**src/rtl/work_loader_if.sv**
```systemverilog
// Byte-stream handshake between the host link and the job loader.
// A byte moves on a rising edge where in_valid && in_ready.
interface work_loader_if;
   logic [7:0] in_data;
   logic       in_valid;
   logic       in_ready;

   modport master (output in_data, output in_valid, input in_ready);
   modport slave  (input in_data, input in_valid, output in_ready);
endinterface

```
**src/rtl/work_loader.sv**
```systemverilog
// Job-intake stage: hunts for a framed job, checks XOR and nonce range,
// then commits the job to stable outputs with a one-cycle core restart.
module work_loader #(
   parameter logic [31:0] TIMEOUT   = 32'd1000000,
   parameter logic [7:0]  SYNC_BYTE = 8'hA5
) (
   input  logic              hash_clk,
   input  logic              reset,
   work_loader_if.slave      bus,
   output logic [255:0]      midstate_vw,
   output logic [95:0]       work_data,
   output logic [31:0]       nonce_min,
   output logic [31:0]       nonce_max,
   output logic              miner_reset,
   output logic              job_valid,
   output logic [15:0]       job_count,
   output logic [7:0]        err_count
);

   typedef enum logic [1:0] {HUNT, LOAD, CSUM, COMMIT} state_t;

   state_t         state_q, state_d;
   logic [415:0]   shadow_q, shadow_d;
   logic [5:0]     idx_q, idx_d;
   logic [7:0]     xor_q, xor_d;
   logic [31:0]    idle_q, idle_d;
   logic [255:0]   midstate_q, midstate_d;
   logic [95:0]    work_q, work_d;
   logic [31:0]    nmin_q, nmin_d;
   logic [31:0]    nmax_q, nmax_d;
   logic           mrst_q, mrst_d;
   logic           jvld_q, jvld_d;
   logic [15:0]    jcnt_q, jcnt_d;
   logic [7:0]     ecnt_q, ecnt_d;

   logic           xfer;
   logic           timed_out;

   assign bus.in_ready = (state_q != COMMIT);
   assign xfer         = bus.in_valid && bus.in_ready;
   // Fires on the idle cycle that brings the counter up to TIMEOUT.
   assign timed_out    = (TIMEOUT != 32'd0) && !xfer && (idle_q == TIMEOUT - 32'd1);

   always_comb begin
      state_d    = state_q;
      shadow_d   = shadow_q;
      idx_d      = idx_q;
      xor_d      = xor_q;
      idle_d     = 32'd0;
      midstate_d = midstate_q;
      work_d     = work_q;
      nmin_d     = nmin_q;
      nmax_d     = nmax_q;
      mrst_d     = 1'b0;
      jvld_d     = jvld_q;
      jcnt_d     = jcnt_q;
      ecnt_d     = ecnt_q;

      unique case (state_q)
         HUNT: begin
            if (xfer && bus.in_data == SYNC_BYTE) begin
               state_d = LOAD;
               idx_d   = 6'd0;
               xor_d   = 8'd0;
            end
         end
         LOAD, CSUM: begin
            if (xfer) begin
               if (state_q == LOAD) begin
                  shadow_d = {shadow_q[407:0], bus.in_data};
                  xor_d    = xor_q ^ bus.in_data;
                  idx_d    = idx_q + 6'd1;
                  if (idx_q == 6'd51)
                     state_d = CSUM;
               end else if (bus.in_data == xor_q && shadow_q[63:32] <= shadow_q[31:0]) begin
                  state_d = COMMIT;
               end else begin
                  state_d = HUNT;
                  if (ecnt_q != 8'hFF)
                     ecnt_d = ecnt_q + 8'd1;
               end
            end else if (timed_out) begin
               state_d = HUNT;
               if (ecnt_q != 8'hFF)
                  ecnt_d = ecnt_q + 8'd1;
            end else begin
               idle_d = idle_q + 32'd1;
            end
         end
         COMMIT: begin
            midstate_d = shadow_q[415:160];
            work_d     = shadow_q[159:64];
            nmin_d     = shadow_q[63:32];
            nmax_d     = shadow_q[31:0];
            mrst_d     = 1'b1;
            jvld_d     = 1'b1;
            jcnt_d     = jcnt_q + 16'd1;
            state_d    = HUNT;
         end
         default: state_d = HUNT;
      endcase
   end

   always_ff @(posedge hash_clk) begin
      if (reset) begin
         state_q    <= HUNT;
         shadow_q   <= '0;
         idx_q      <= '0;
         xor_q      <= '0;
         idle_q     <= '0;
         midstate_q <= '0;
         work_q     <= '0;
         nmin_q     <= '0;
         nmax_q     <= '0;
         mrst_q     <= 1'b0;
         jvld_q     <= 1'b0;
         jcnt_q     <= '0;
         ecnt_q     <= '0;
      end else begin
         state_q    <= state_d;
         shadow_q   <= shadow_d;
         idx_q      <= idx_d;
         xor_q      <= xor_d;
         idle_q     <= idle_d;
         midstate_q <= midstate_d;
         work_q     <= work_d;
         nmin_q     <= nmin_d;
         nmax_q     <= nmax_d;
         mrst_q     <= mrst_d;
         jvld_q     <= jvld_d;
         jcnt_q     <= jcnt_d;
         ecnt_q     <= ecnt_d;
      end
   end

   assign midstate_vw = midstate_q;
   assign work_data   = work_q;
   assign nonce_min   = nmin_q;
   assign nonce_max   = nmax_q;
   assign miner_reset = mrst_q;
   assign job_valid   = jvld_q;
   assign job_count   = jcnt_q;
   assign err_count   = ecnt_q;

endmodule

```
**src/flat_wrapper.sv**
```systemverilog
// flat-port wrapper written by rule: the top's interface ports become plain ports
module work_loader_flat 
#(
   parameter logic [31:0] TIMEOUT   = 32'd1000000,
   parameter logic [7:0]  SYNC_BYTE = 8'hA5
)
  (hash_clk, reset, midstate_vw, work_data, nonce_min, nonce_max, miner_reset, job_valid, job_count, err_count, bus_in_data, bus_in_valid, bus_in_ready);
  work_loader_if bus_i ();
  input  logic hash_clk;
  input  logic reset;
  output logic [255:0] midstate_vw;
  output logic [95:0] work_data;
  output logic [31:0] nonce_min;
  output logic [31:0] nonce_max;
  output logic miner_reset;
  output logic job_valid;
  output logic [15:0] job_count;
  output logic [7:0] err_count;
  input wire logic [$bits(bus_i.in_data)-1:0] bus_in_data;
  input wire logic [$bits(bus_i.in_valid)-1:0] bus_in_valid;
  output wire logic [$bits(bus_i.in_ready)-1:0] bus_in_ready;
  assign bus_i.in_data = bus_in_data;
  assign bus_i.in_valid = bus_in_valid;
  assign bus_in_ready = bus_i.in_ready;
  work_loader #(.TIMEOUT(TIMEOUT), .SYNC_BYTE(SYNC_BYTE)) u_core (.hash_clk(hash_clk), .reset(reset), .bus(bus_i), .midstate_vw(midstate_vw), .work_data(work_data), .nonce_min(nonce_min), .nonce_max(nonce_max), .miner_reset(miner_reset), .job_valid(job_valid), .job_count(job_count), .err_count(err_count));
endmodule
```
**config.mk**
```make
export PLATFORM = sky130hd
export DESIGN_NAME = work_loader_flat
export DESIGN_NICKNAME = d
export VERILOG_FILES = /design/src/rtl/work_loader_if.sv /design/src/rtl/work_loader.sv /design/src/flat_wrapper.sv
export SDC_FILE = /design/constraint.sdc
export NUM_CORES = 2
export LEC_CHECK = 0
export BUFFER_PORTS_ARGS = -buffer_cell sky130_fd_sc_hd__clkbuf_2
export CAP_MARGIN = 20
export CORE_MARGIN = 2
export CORE_UTILIZATION = 61
export CTS_CLUSTER_DIAMETER = 100
export DETAILED_ROUTE_END_ITERATION = 12
export PLACE_DENSITY = 0.84
export SYNTH_ARGS = -nofsm -noshare
export SYNTH_HDL_FRONTEND = slang
export SYNTH_SLANG_ARGS = --single-unit
```
**constraint.sdc**
```tcl
create_clock -name hash_clk -period 7 [get_ports hash_clk]
set_clock_uncertainty 0.15 [all_clocks]
set_input_delay 1.05 -clock hash_clk [delete_from_list [all_inputs] [get_ports hash_clk]]
set_output_delay 1.05 -clock hash_clk [all_outputs]
set_load 0.01 [all_outputs]
```
After elaboration in Yosys (flattened, before gate mapping)
Cells that the tools add are included.
- flip-flop bits (word level): 906
- bits of input ports: 11
- output and inout port bits: 443
- equality and inequality tests: 16
- reduce and logical (&&, ||, !) cells: 14
- bitwise logic cells: 2
- $lt $le $gt $ge: 1
- mux-type cells: 21
- $add $sub $neg: 4
- operator list (cell ; count):
    8-bit 2-to-1 mux ; 8
    32-bit by 1-bit adder with 32-bit output, second input constant ; 1
    32-bit by 20-bit equality test with 1-bit output, second input constant ; 1
    32-bit <= comparator ; 1
    6-bit 2-to-1 mux ; 3
    16-bit by 1-bit adder with 16-bit output, second input constant ; 1
    8-bit one-hot mux with 2 select lines ; 1
    2-bit 2-to-1 mux ; 6
    6-bit one-hot mux with 2 select lines ; 1
    8-bit by 1-bit adder with 8-bit output, second input constant ; 1
    8-bit equality test ; 1
    8-bit equality test, second input constant ; 1
    8-bit != test, second input constant ; 1
    4-bit AND reduction ; 2
    8-bit bitwise XOR ; 1
    6-bit by 1-bit adder with 6-bit output, second input constant ; 1
    6-bit equality test, second input constant ; 1
    2-bit by 1-bit != test with 1-bit output, second input constant ; 3
    2-bit != test, second input constant ; 3
    2-bit one-hot mux with 3 select lines ; 1
    3-bit AND reduction ; 2
    2-bit equality test, second input constant ; 2
    1-bit logical AND ; 4
    4-bit != test, second input constant ; 1
    9 further kinds ; 10

Depth between registers and ports, before layout
- depth after elaboration: 7
- mapped depth: 10
- mapped depth without buffers: 9

Worst setup path after synthesis
Ideal clock, no wire load.
- path kind: in2reg
- from: input bus_in_data[1]
- to: register u_core.idx_q[3]
- setup time: 0.146 ns
- required time: 6.704 ns
- slack: 4.216 ns
- arrival: 2.487 ns
- stages on the path: 6
- path through: or4b_2 -> o21ai_2 -> o211ai_1 -> clkbuf_1 -> o21ai_0 -> a21oi_1
- longest elaborated chain between the ends: 4
- ends and longest elaborated chain (item ; RTL line ; RTL):
    start, declared ; flat_wrapper.sv:19 ; input wire logic [$bits(bus_i.in_data)-1:0] bus_in_data;
    8-bit equality test ; work_loader.sv:61 ; if (xfer && bus.in_data == SYNC_BYTE) begin
    1-bit logical AND ; work_loader.sv:61 ;
    2-bit by 1-bit != test with 1-bit output (no line) ; n/a ;
    4-bit AND reduction (no line) ; n/a ;
    end signal, assigned ; work_loader.sv:122 ; idx_q <= idx_d;
    end, declared ; work_loader.sv:24 ; logic [5:0] idx_q, idx_d;
Every way passes these cells.
A chain may end at the register's enable or synchronous reset.

Worst setup path in the final report
- from: register u_core.state_q[1]
- to: register u_core.shadow_q[335]
- longest elaborated chain between the ends: 3
- elaborated cells between the ends (all ways): 6
- classes of those cells: eq/ne (3); reduce/logical (3)
- ends and longest elaborated chain (item ; RTL line ; RTL):
    start, declared ; work_loader.sv:22 ; state_t state_q, state_d;
    start signal, assigned ; work_loader.sv:120 ; state_q <= state_d;
    2-bit equality test (tied with other cells) ; work_loader.sv:59 ; unique case (state_q)
    2-bit OR reduction / 1-bit logical AND (equally long branches) ; work_loader.sv:59, work_loader.sv:40 ;
    3-bit AND reduction (no line) * ; n/a ;
    end signal, assigned ; work_loader.sv:121 ; shadow_q <= shadow_d;
    end, declared ; work_loader.sv:23 ; logic [415:0] shadow_q, shadow_d;
Mark *: on every way between the ends. The rest lies on a longest branch, timed or not.

==> out/results.ini <==
[status]
run_status=finished clean

[clock_network]
htree_levels=3
cts_root_buf=clkbuf_16
cts_buffers=88
worstSkewPairLatency_ns=0.63
holdBufCountCts=0
path_clk_slew_ns=0.06
post_cts_buffers=0
cts_tree=done
cts_sinks=906
ctsResizeCount=0
cts_max_path_buffers=3

[placed_design]
pre_cts_ws_ns=3.22
dp_hpwl_um=50800
gp_congestion=0.825
dp.cells=4599
io_buffers=453

[setup_path]
cp_cell_sequence=inv_1, ha_1, nand3_4, buf_4, buf_4, nand2_1, a21oi_1
path_class=flip-flop to flip-flop
crit_top_cell=buf_4
required_ns=7.39
arrival_ns=3.89
cp-end-kind=flip-flop
cp_slowest_stage_delay_ns=0.76
critPathSlowestCell=buf_4
worst-path-max-fanout=80
crit_path_start_kind=flip-flop

[power]
power.leakage_nw=13.8
ir_drop_v=0.000212
power_density_mw_per_mm2=263

[die]
dieArea_mm2=0.0557
ios=454
start_util_pct=61.4
core_mm2=0.0535
row_count=85
dieHeight_um=236
die_w_um=236

[route]
vias=26100
drtIter0Drc=1991
dr.pass1.iters=7
routed_wirelength_um=80700
wl_per_cell_um=17.0
ant_nets=0
drc_errors=0
viasPerCell=5.49

[synth]
ys_warn_count=0
synth-seq-cells=906
syn_area_mm2=0.0328
ys_seq_area_share_pct=55.2
yosys.area.top_type=dfxtp_1
synth_top_area_share_pct=55.2
synth-edff-count=0
syn_area_per_cell_um2=8.93
postSynthCellCount=3676
synth_ff_type=dfxtp_1
async_flop_share_pct=0
yosys-top-cells-area=dfxtp_1 (55%), mux2i_1 (13%), nand2_1 (9.9%)
ys_types=59
syn_nets=3726

[global_route]
grt_usage_pct=28.0
antenna_found_initial=1
grt_pass1_wl_um=129000
grt.overflow.total=0
grt_pass1_vias=24700
grt_max_degree=212

[timing]
rsz0062_at_grt=no
timing.hold.ws_ns=0.308
fin_setup_tns_ns=0
worst_pin_slew_ns=1.15
slew_viol_final=0
relSlewSlack_pct=23.0
setup_viol=0
final_hold_viol_count=0
min_period_over_period_pct=50.0
fin_crit_ns=3.50
max_freq_ghz=0.286
timing.final.ws_setup_ns=3.50

[layout]
area_delta_synth_final_pct=16.3
fin_cells=4756
antennaDiodeCount=0
final_cell_mix=dfxtp_1 (906), nand2_1 (870), nor2_1 (492), clkbuf_2 (452), a21oi_1 (447)
drive_above_1_share_pct=15.7
nets=4043
layout_commonest_cell=dfxtp_1

[worst_hold_path]
min_path_type=flip-flop to flip-flop

[job]
drv_cap=0

==> layer usage <==
layer,vias up,global-route usage [%],wire length (um)
li1,12700,-,-
met1,12500,35.6,33700
met2,747,45.5,38100
met3,163,7.58,6390
met4,0,10.6,2550
met5,-,0,0
==> registers in the layout, indices dropped and copies added (netlist names) <==
| name | cells |
|---|---|
| u_core.nonce_max | 32 |
| u_core.job_count | 16 |
| u_core.work_data | 96 |
| u_core.shadow_q | 416 |
| u_core.xor_q | 8 |
| u_core.midstate_vw | 256 |
| u_core.job_valid | 1 |
| u_core.err_count | 8 |
| u_core.miner_reset | 1 |
| u_core.state_q | 2 |
| u_core.nonce_min | 32 |
| u_core.idx_q | 6 |
| u_core.idle_q | 32 |
==> where the power goes <==
| group | total (mW) | leakage [nW] | switching (mW) | internal (mW) |
|---|---|---|---|---|
| Sequential | 5.16 | 7.29 | 0.00285 | 5.16 |
| Combinational | 0.192 | 5.11 | 0.167 | 0.0246 |
| Clock | 4.67 | 1.42 | 1.98 | 2.69 |
==> cell type report <==
cell class	count	area, um2
Clock inverter	38	385
Timing Repair Buffer	470	2500
Multi-Input combinational cell	2481	13600
Clock buffer	119	2490
Tap cell	696	871
Fill cell	3862	15300
Inverter	46	173
Sequential cell	906	18100
==> cells in the mapped netlist (all sizes together), types with 3 or more instances <==
cell type  instances
ha                39
nor2b             19
nor2             493
nor3               6
nand3             32
xnor2             12
xor2              32
mux2i            419
buf               49
inv               46
nand4             23
o211ai             3
clkbuf           194
or3                5
mux2               3
or4                5
dfxtp            906
and4               5
a21oi            447
nand2            872
o21ai             18
nor4               9
and3              10
o31ai              5
==> worst max-delay path, delay by kind of cell, from the launching register on <==
kind / cells / cell delay (ns)
AOI/OAI and AO/OA: 1 / 0.20
buffers and inverters: 3 / 1.53
and+or+nand+nor: 2 / 0.74
DFF: 1 / 0.38
adders and majority gates: 1 / 0.25
==> cells by family (layout without fill, tap and decap cells) <==
logic type                 after synthesis  count (layout)  synth area share (%)
AOI/OAI and AO/OA                      488             488                  7.71
xor gates and xnor gates                44              44                  1.17
adders and majority gates               39              39                  1.49
buffers and inverters                  289             673                  3.39
DFF                                    906             906                  55.2
muxes                                  422             422                  12.9
and+or+nand+nor                       1488            1488                  18.1
==> metrics by stage <==
stage	util (%)	instance area, um2	total power [mW]
4_1_cts	71.4	38200	10.1
3_3_place_gp	66.0	35300	5.47
5_1_grt	71.4	38200	10.3
3_5_place_dp	66.0	35300	5.47
6_report	71.4	38200	10.0
2_1_floorplan	-	32800	5.42
==> worst paths after layout <==
path,from,end,slack (ns),depth (start not counted)
max,u_core.state_q[1],u_core.shadow_q[335],3.50,7
min,u_core.shadow_q[408],u_core.shadow_q[408],0.31,2
max reg2reg,u_core.state_q[1],u_core.shadow_q[335],3.50,7
min reg2reg,u_core.shadow_q[408],u_core.shadow_q[408],0.31,2
Power figures use the tool's default switching activity.
